### src/rtl/fifo_arb_pkg.sv
// Shared types and default sizing for the two-requester FIFO write arbiter.
package fifo_arb_pkg;

  localparam int DATA_W_DEF    = 8;
  localparam int BURST_MAX_DEF = 4;

  typedef enum logic [1:0] {
    IDLE = 2'd0,
    OWN0 = 2'd1,
    OWN1 = 2'd2
  } state_t;

endpackage

### src/rtl/fifo_wr_arbiter.sv
// Grants the write port of a FIFO to one of two requesters in bounded bursts,
// alternating on contention and stalling cleanly while the FIFO is full.
module fifo_wr_arbiter
  import fifo_arb_pkg::*;
#(
  parameter int BURST_MAX = BURST_MAX_DEF,
  parameter int DATA_W    = DATA_W_DEF
) (
  input  logic              clk,
  input  logic              rst_n,
  input  logic              req0,
  input  logic [DATA_W-1:0] din0,
  input  logic              req1,
  input  logic [DATA_W-1:0] din1,
  input  logic              fifo_full,
  output logic              gnt0,
  output logic              gnt1,
  output logic              ack0,
  output logic              ack1,
  output logic              fifo_wr_en,
  output logic [DATA_W-1:0] fifo_din
);

  localparam logic [3:0] CNT_MAX = 4'(BURST_MAX);

  state_t     r_state;
  logic [3:0] r_burst_cnt;
  logic       r_last_srv;   // 1 = requester 1 was served last

  state_t     w_next_state;
  logic [3:0] w_next_cnt;
  logic       w_next_last;
  logic       w_own_req;
  logic       w_other_req;
  logic       w_own_ack;
  logic       w_release;

  assign gnt0       = (r_state == OWN0);
  assign gnt1       = (r_state == OWN1);
  assign ack0       = gnt0 & req0 & ~fifo_full;
  assign ack1       = gnt1 & req1 & ~fifo_full;
  assign fifo_wr_en = ack0 | ack1;
  assign fifo_din   = gnt0 ? din0 : (gnt1 ? din1 : '0);

  assign w_own_req   = gnt0 ? req0 : req1;
  assign w_other_req = gnt0 ? req1 : req0;
  assign w_own_ack   = ack0 | ack1;
  assign w_release   = ~w_own_req | (w_own_ack & ((r_burst_cnt + 4'd1) == CNT_MAX));

  // NOTE: every always_comb output gets a default first so no path can infer a latch.
  always_comb begin
    w_next_state = r_state;
    w_next_cnt   = r_burst_cnt;
    w_next_last  = r_last_srv;
    case (r_state)
      IDLE: begin
        w_next_cnt = '0;
        if (req0 && (!req1 || r_last_srv)) w_next_state = OWN0;
        else if (req1)                     w_next_state = OWN1;
      end
      OWN0, OWN1: begin
        if (w_release) begin
          // Hand over directly to a waiting peer; otherwise re-grant or go idle.
          w_next_last = (r_state == OWN1);
          w_next_cnt  = '0;
          if (w_other_req)    w_next_state = (r_state == OWN0) ? OWN1 : OWN0;
          else if (!w_own_req) w_next_state = IDLE;
        end else if (w_own_ack) begin
          w_next_cnt = r_burst_cnt + 4'd1;
        end
      end
      default: w_next_state = IDLE;
    endcase
  end

  // NOTE: sequential state uses non-blocking assignments so all registers update together.
  always_ff @(posedge clk or negedge rst_n) begin
    if (!rst_n) begin
      r_state     <= IDLE;
      r_burst_cnt <= '0;
      r_last_srv  <= 1'b1;
    end else begin
      r_state     <= w_next_state;
      r_burst_cnt <= w_next_cnt;
      r_last_srv  <= w_next_last;
    end
  end

endmodule

### config.mk
export PLATFORM = sky130hd
export DESIGN_NAME = fifo_wr_arbiter
export DESIGN_NICKNAME = d
export VERILOG_FILES = /design/src/rtl/fifo_arb_pkg.sv /design/src/rtl/fifo_wr_arbiter.sv
export SDC_FILE = /design/constraint.sdc
export NUM_CORES = 1
export LEC_CHECK = 0
export CAP_MARGIN = 20
export CORE_MARGIN = 10
export CORE_UTILIZATION = 41
export DETAILED_ROUTE_END_ITERATION = 10
export HOLD_SLACK_MARGIN = 0.1
export PLACE_DENSITY_LB_ADDON = 0.25
export REMOVE_ABC_BUFFERS = 1
export SKIP_LAST_GASP = 1
export SLEW_MARGIN = 20
export SYNTH_ARGS = -nofsm -noshare
export SYNTH_HDL_FRONTEND = slang
export SYNTH_SLANG_ARGS = --single-unit
### constraint.sdc
create_clock -name clk -period 4.4 [get_ports clk]
set_clock_uncertainty 0.1 [all_clocks]
set_input_delay 0.44 -clock clk [delete_from_list [all_inputs] [get_ports clk]]
set_output_delay 0.44 -clock clk [all_outputs]
set_load 0.005 [all_outputs]
== Yosys cells after proc, flatten, opt, wreduce, memory -nomap -nowiden ==
Cells that the tools add are included.

* Word-level logic and storage cells: 43
* Register bits after elaboration: 7
* Bits of input ports: 21
* Output and inout bits: 13

* Muxes and demuxes: 14
* Reductions and logical operators: 9
* Bitwise logic cells: 9
* $add $sub $neg: 1
* Eq/ne operators: 7

{| class="wikitable"
|+ Operators by type and width
! cell !! number
|-
| 8-bit two-way mux || 2
|-
| 2-bit two-way mux || 6
|-
| 3-bit inequality test (second input constant) || 3
|-
| 4-bit two-way mux || 2
|-
| 4-bit one-hot mux with 2 select lines || 1
|-
| 1-bit AND || 5
|-
| 4-bit by 1-bit adder with 4-bit output (second input constant) || 1
|-
| 4-bit by 3-bit equality test with 1-bit output (second input constant) || 1
|-
| 2-bit one-hot mux with 2 select lines || 1
|-
| 2-bit AND reduction || 2
|-
| 3-bit AND reduction || 1
|-
| 2-bit by 1-bit equality test with 1-bit output (second input constant) || 1
|-
| 2-bit equality test (second input constant) || 1
|-
| 2-bit zero test || 1
|-
| 1-bit two-way mux || 2
|-
| 2-bit inequality test (second input constant) || 1
|-
| 1-bit NOT || 2
|-
| 1-bit OR || 2
|-
| 2-bit nonzero test || 1
|-
| 2-bit OR reduction || 1
|-
| 1-bit logical AND || 1
|-
| 1-bit zero test || 1
|-
| 1-bit logical OR || 1
|}

== Longest topological paths before layout ==
* Depth after elaboration: 8
* Gate-level depth with buffers: 8
* Mapped depth without buffers: 6

== Worst setup path before layout ==
OpenSTA, ideal clock, no wires.

* Path kind: register to output
* Start: reg r_state[0]
* End: out fifo_din[0]
* Data required time: 3.860 ns
* Buffers on the path: 1
* Stages on the path, launching flop included: 6
* Setup slack: 2.605 ns
* Arrival time: 1.255 ns
* Cell sequence: dfrtp_1 -> inv_1 -> ha_1 -> nor2b_1 -> clkbuf_1 -> a22o_1

* Word-level cells in the longest chain between the ends: 3
* Elaborated cells on any way between the ends: 4
* Classes of those cells: 2 x eq/ne; 2 x mux

{| class="wikitable"
|+ RTL lines
! item !! RTL line !! RTL
|-
| start, declared || fifo_wr_arbiter.sv:26 || <nowiki>state_t r_state;</nowiki>
|-
| start signal, assigned || fifo_wr_arbiter.sv:83 || <nowiki>r_state <= w_next_state;</nowiki>
|-
| 2-bit equality test || fifo_wr_arbiter.sv:39 || <nowiki>assign gnt1 = (r_state == OWN1);</nowiki>
|-
| via gnt1 || fifo_wr_arbiter.sv:17 || <nowiki>output logic gnt1,</nowiki>
|-
| 8-bit two-way mux (2 in series) || fifo_wr_arbiter.sv:43 || <nowiki>assign fifo_din = gnt0 ? din0 : (gnt1 ? din1 : '0);</nowiki>
|-
| end, declared || fifo_wr_arbiter.sv:21 || <nowiki>output logic [DATA_W-1:0] fifo_din</nowiki>
|}

The timed path passes the listed nets, and every way through them passes these cells.

== Final worst setup path ==
* Start: reg r_state[1]
* End: out fifo_din[1]

* Word-level cells in the longest chain between the ends: 3
* Elaborated cells on any way between the ends: 4
* Classes of those cells: 2 x eq/ne; 2 x mux

{| class="wikitable"
|+ RTL lines
! item !! RTL line
|-
| 2-bit equality test || fifo_wr_arbiter.sv:39
|-
| 8-bit two-way mux || fifo_wr_arbiter.sv:43
|-
| 8-bit two-way mux (*) || fifo_wr_arbiter.sv:43
|}

Every way passes the cells marked *; elsewhere a longest branch is shown, timed or not.

==> summary.txt <==
Clock tree
  – CTS tree: built
  – Clock Sinks: 7
  – CTS buffer count: 3
  – Later-pin clock latency in the skew report: 0.24 ns
  – Post-CTS resize count: 0
  – H-Tree Depth: 1
  – Postcts setup bufs: 0
  – Clk root buf: clkbuf_4
  – Hold_buf cts: 0
  – CTS max path bufs: 2
  – CTS clk-pin slew, worst paths: 0.05 ns

GRT
  – Largest net degree at the start of global routing: 18
  – Global-route wire length before repair: 2760 microns
  – GRT overflow: 0
  – Vias in the first global route: 662
  – GRT Resource Usage Total: 9.48%
  – Initial antenna violation count: 0

Power
  – Max IR drop VDD: 421 uV
  – Pwr per Cell Area: 496 nW/um^2
  – Static leakage: 0.414 nW
  – Tot Pwr: 505 uW

Yosys
  – Yosys warns: 0
  – Syn Inst Count: 67
  – Post-synthesis sequential element count: 7
  – Unique masters post-synth: 33
  – Syn Area/Cell: 9.88 sq um
  – Synthesized cell area: 662 sq um
  – Register area share after synthesis: 26.7%

Placement
  – HPWL after DPL: 1550 microns
  – RePlAce Congestion: 0.727
  – Placed inst area: 992 sq um
  – IO Port Bufs: 33
  – Placed cell count: 113
  – Place WS: 1.84 ns

STA
  – Min Tclk post-route: 2.79 ns
  – Count of final setup violators: 0
  – Max-slew headroom: 62.8%
  – Fmax: 359 MHz
  – Hold violation total from the final report: 0
  – Min Hold Slack: 0.349 ns
  – Final Max Tran Viols: 0
  – Slew @ Worst Pin: 0.558 ns
  – Setup TNS: 0 ns
  – Final Cycle Share: 63.3%
  – RSZ-0062 raised after global routing: no
  – Fin worst setup slack: 1.61 ns

Floorplanning
  – Die ar.: 3620 sq um
  – Core Region: 1520 sq um
  – Initial Util: 43.4%
  – # rows: 14
  – Die H: 60.2 microns
  – Boundary pin count: 34
  – Chip Width: 60.2 microns

Critical path
  – Slowest cell on crit path: clkdlybuf4s50_1
  – Critical path peak fanout: 17
  – CP Launch Type: register
  – Kind of cell adding the most delay to the critical path: buffers and inverters
  – Crit path buf inv count: 2
  – Setup CP Type: reg -> out
  – Reg2Reg Depth: 6
  – Worst stage delay on the critical path: 0.50 ns
  – Crit path required time: 3.86 ns
  – Crit end category: output port
  – Cells along the critical path: inv_1 > ha_1 > nor2b_1 > a22o_1 > clkdlybuf4s50_1
  – Critical Path Stages: 5
  – CP Data Arrival Time: 2.25 ns

Routing
  – Iteration-0 DRC Markers: 10
  – Detail Route Antenna Nets: 0
  – Post-Route WL: 1770 microns
  – Drt wl/cell: 15.1 microns
  – Vias per cell: 5.48
  – Total number of vias: 641
  – DR pass1 iterations: 3
  – DRC: 0

Hold path
  – Hold WC Path Type: in -> async

Layout
  – Final core utilization: 66.8%
  – ANT cells: 0
  – Finished Layout Cells: 117
  – Layout cells sized above 1: 8.91%
  – Area occupied by multi-input gates: 454 sq um
  – Final nets: 128
  – Area occupied by registers: 176 sq um
  – Syn-to-layout area delta: 53.9%
  – Fillers: 129
  – Final Cell Area: 1020 sq um

Outcome
  – Outcome: finished, final reports clean

Run
  – Max-cap violations: 0
==> report_power, final <==
group          total [mW]  leakage (nW)  switching (mW)  internal [mW]
Sequential         0.0969        0.0913          0.0126         0.0843
Combinational       0.354         0.307           0.162          0.193
Clock              0.0535        0.0150          0.0192         0.0343
==> placed cells by master, fill, tap and decap left out, drive strengths merged, types with 3 or more instances in the layout <==
cell type      count
nand2b             4
nand2              3
clkdlybuf4s50     33
mux2i              3
inv                3
a22o              10
dfrtp              6
clkbuf             4
nor2               4
ha                 5
nor2b              3
==> worst paths after layout <==
path,from,endpoint,slack (ns)
worst max register to register,r_state[1]$_DFFE_PN0P_,r_burst_cnt[0]$_DFFE_PN0P_,2.29
worst min register to register,r_burst_cnt[1]$_DFFE_PN0P_,r_burst_cnt[1]$_DFFE_PN0P_,0.43
max in group asynchronous,rst_n,r_last_srv$_DFFE_PN1P_,3.57
worst min-delay path,rst_n,r_burst_cnt[0]$_DFFE_PN0P_,0.35
worst max-delay path,r_state[1]$_DFFE_PN0P_,fifo_din[1],1.61
min in group clk,r_burst_cnt[1]$_DFFE_PN0P_,r_burst_cnt[1]$_DFFE_PN0P_,0.43
==> cells in the mapped netlist <==
master,number,share of area (%)
buf_6,1,1.7
nor2b_1,3,2.8
mux2_2,1,1.7
or2b_1,1,1.1
a2111oi_4,1,4.2
nor3_1,1,0.76
a22oi_2,1,1.9
buf_2,1,0.76
dfrtp_1,6,23
dfstp_2,1,4.0
o21ai_1,1,0.76
a21boi_2,1,1.7
nor2_1,4,2.3
o22ai_1,2,1.9
nor4_4,1,3.2
nand3_1,1,0.76
a21boi_0,1,1.1
ha_1,5,9.5
a22o_1,10,13
nand2b_1,4,3.8
o21bai_1,1,1.1
or3b_1,1,1.3
nor3b_1,1,1.1
inv_1,3,1.7
a21o_1,1,1.1
a21oi_1,1,0.76
nand3b_1,2,2.3
mux2_1,1,1.7
clkbuf_1,1,0.57
mux2i_1,3,4.5
a31oi_1,1,0.95
nand2_1,3,1.7
o221ai_1,1,1.3
==> registers in the layout, indices dropped and copies added (netlist names) <==
signal	cells
r_burst_cnt	4
r_last_srv	1
r_state	2
==> final cells by class <==
| class | instances | share of cell area [%] |
|---|---|---|
| multi-input cells | 54 | 44.6 |
| repair buffers | 33 | 32.4 |
| flip-flops and latches | 7 | 17.3 |
| clock buffers | 4 | 2.58 |
| well taps | 16 | 1.97 |
| inverters | 3 | 1.11 |
==> metal layers <==
layer	vias up	track usage (%)	wire (microns)
met1	285	10.9	827
met5	-	0	0
met2	30	15.6	715
met4	0	3.85	14
li1	324	-	-
met3	2	3.18	211
==> cells by family after synthesis <==
family                   Yosys count  share of synthesized area [%]
multiplexers                       5                           7.94
buffers and inverters              6                           4.72
adder cells (fa/ha/maj)            5                           9.45
AND/OR/NAND/NOR                   22                           21.2
flip-flops                         7                           26.7
AO/OA/AOI/OAI                     22                           30.1
No activity file was read; power rests on OpenSTA's default activity.
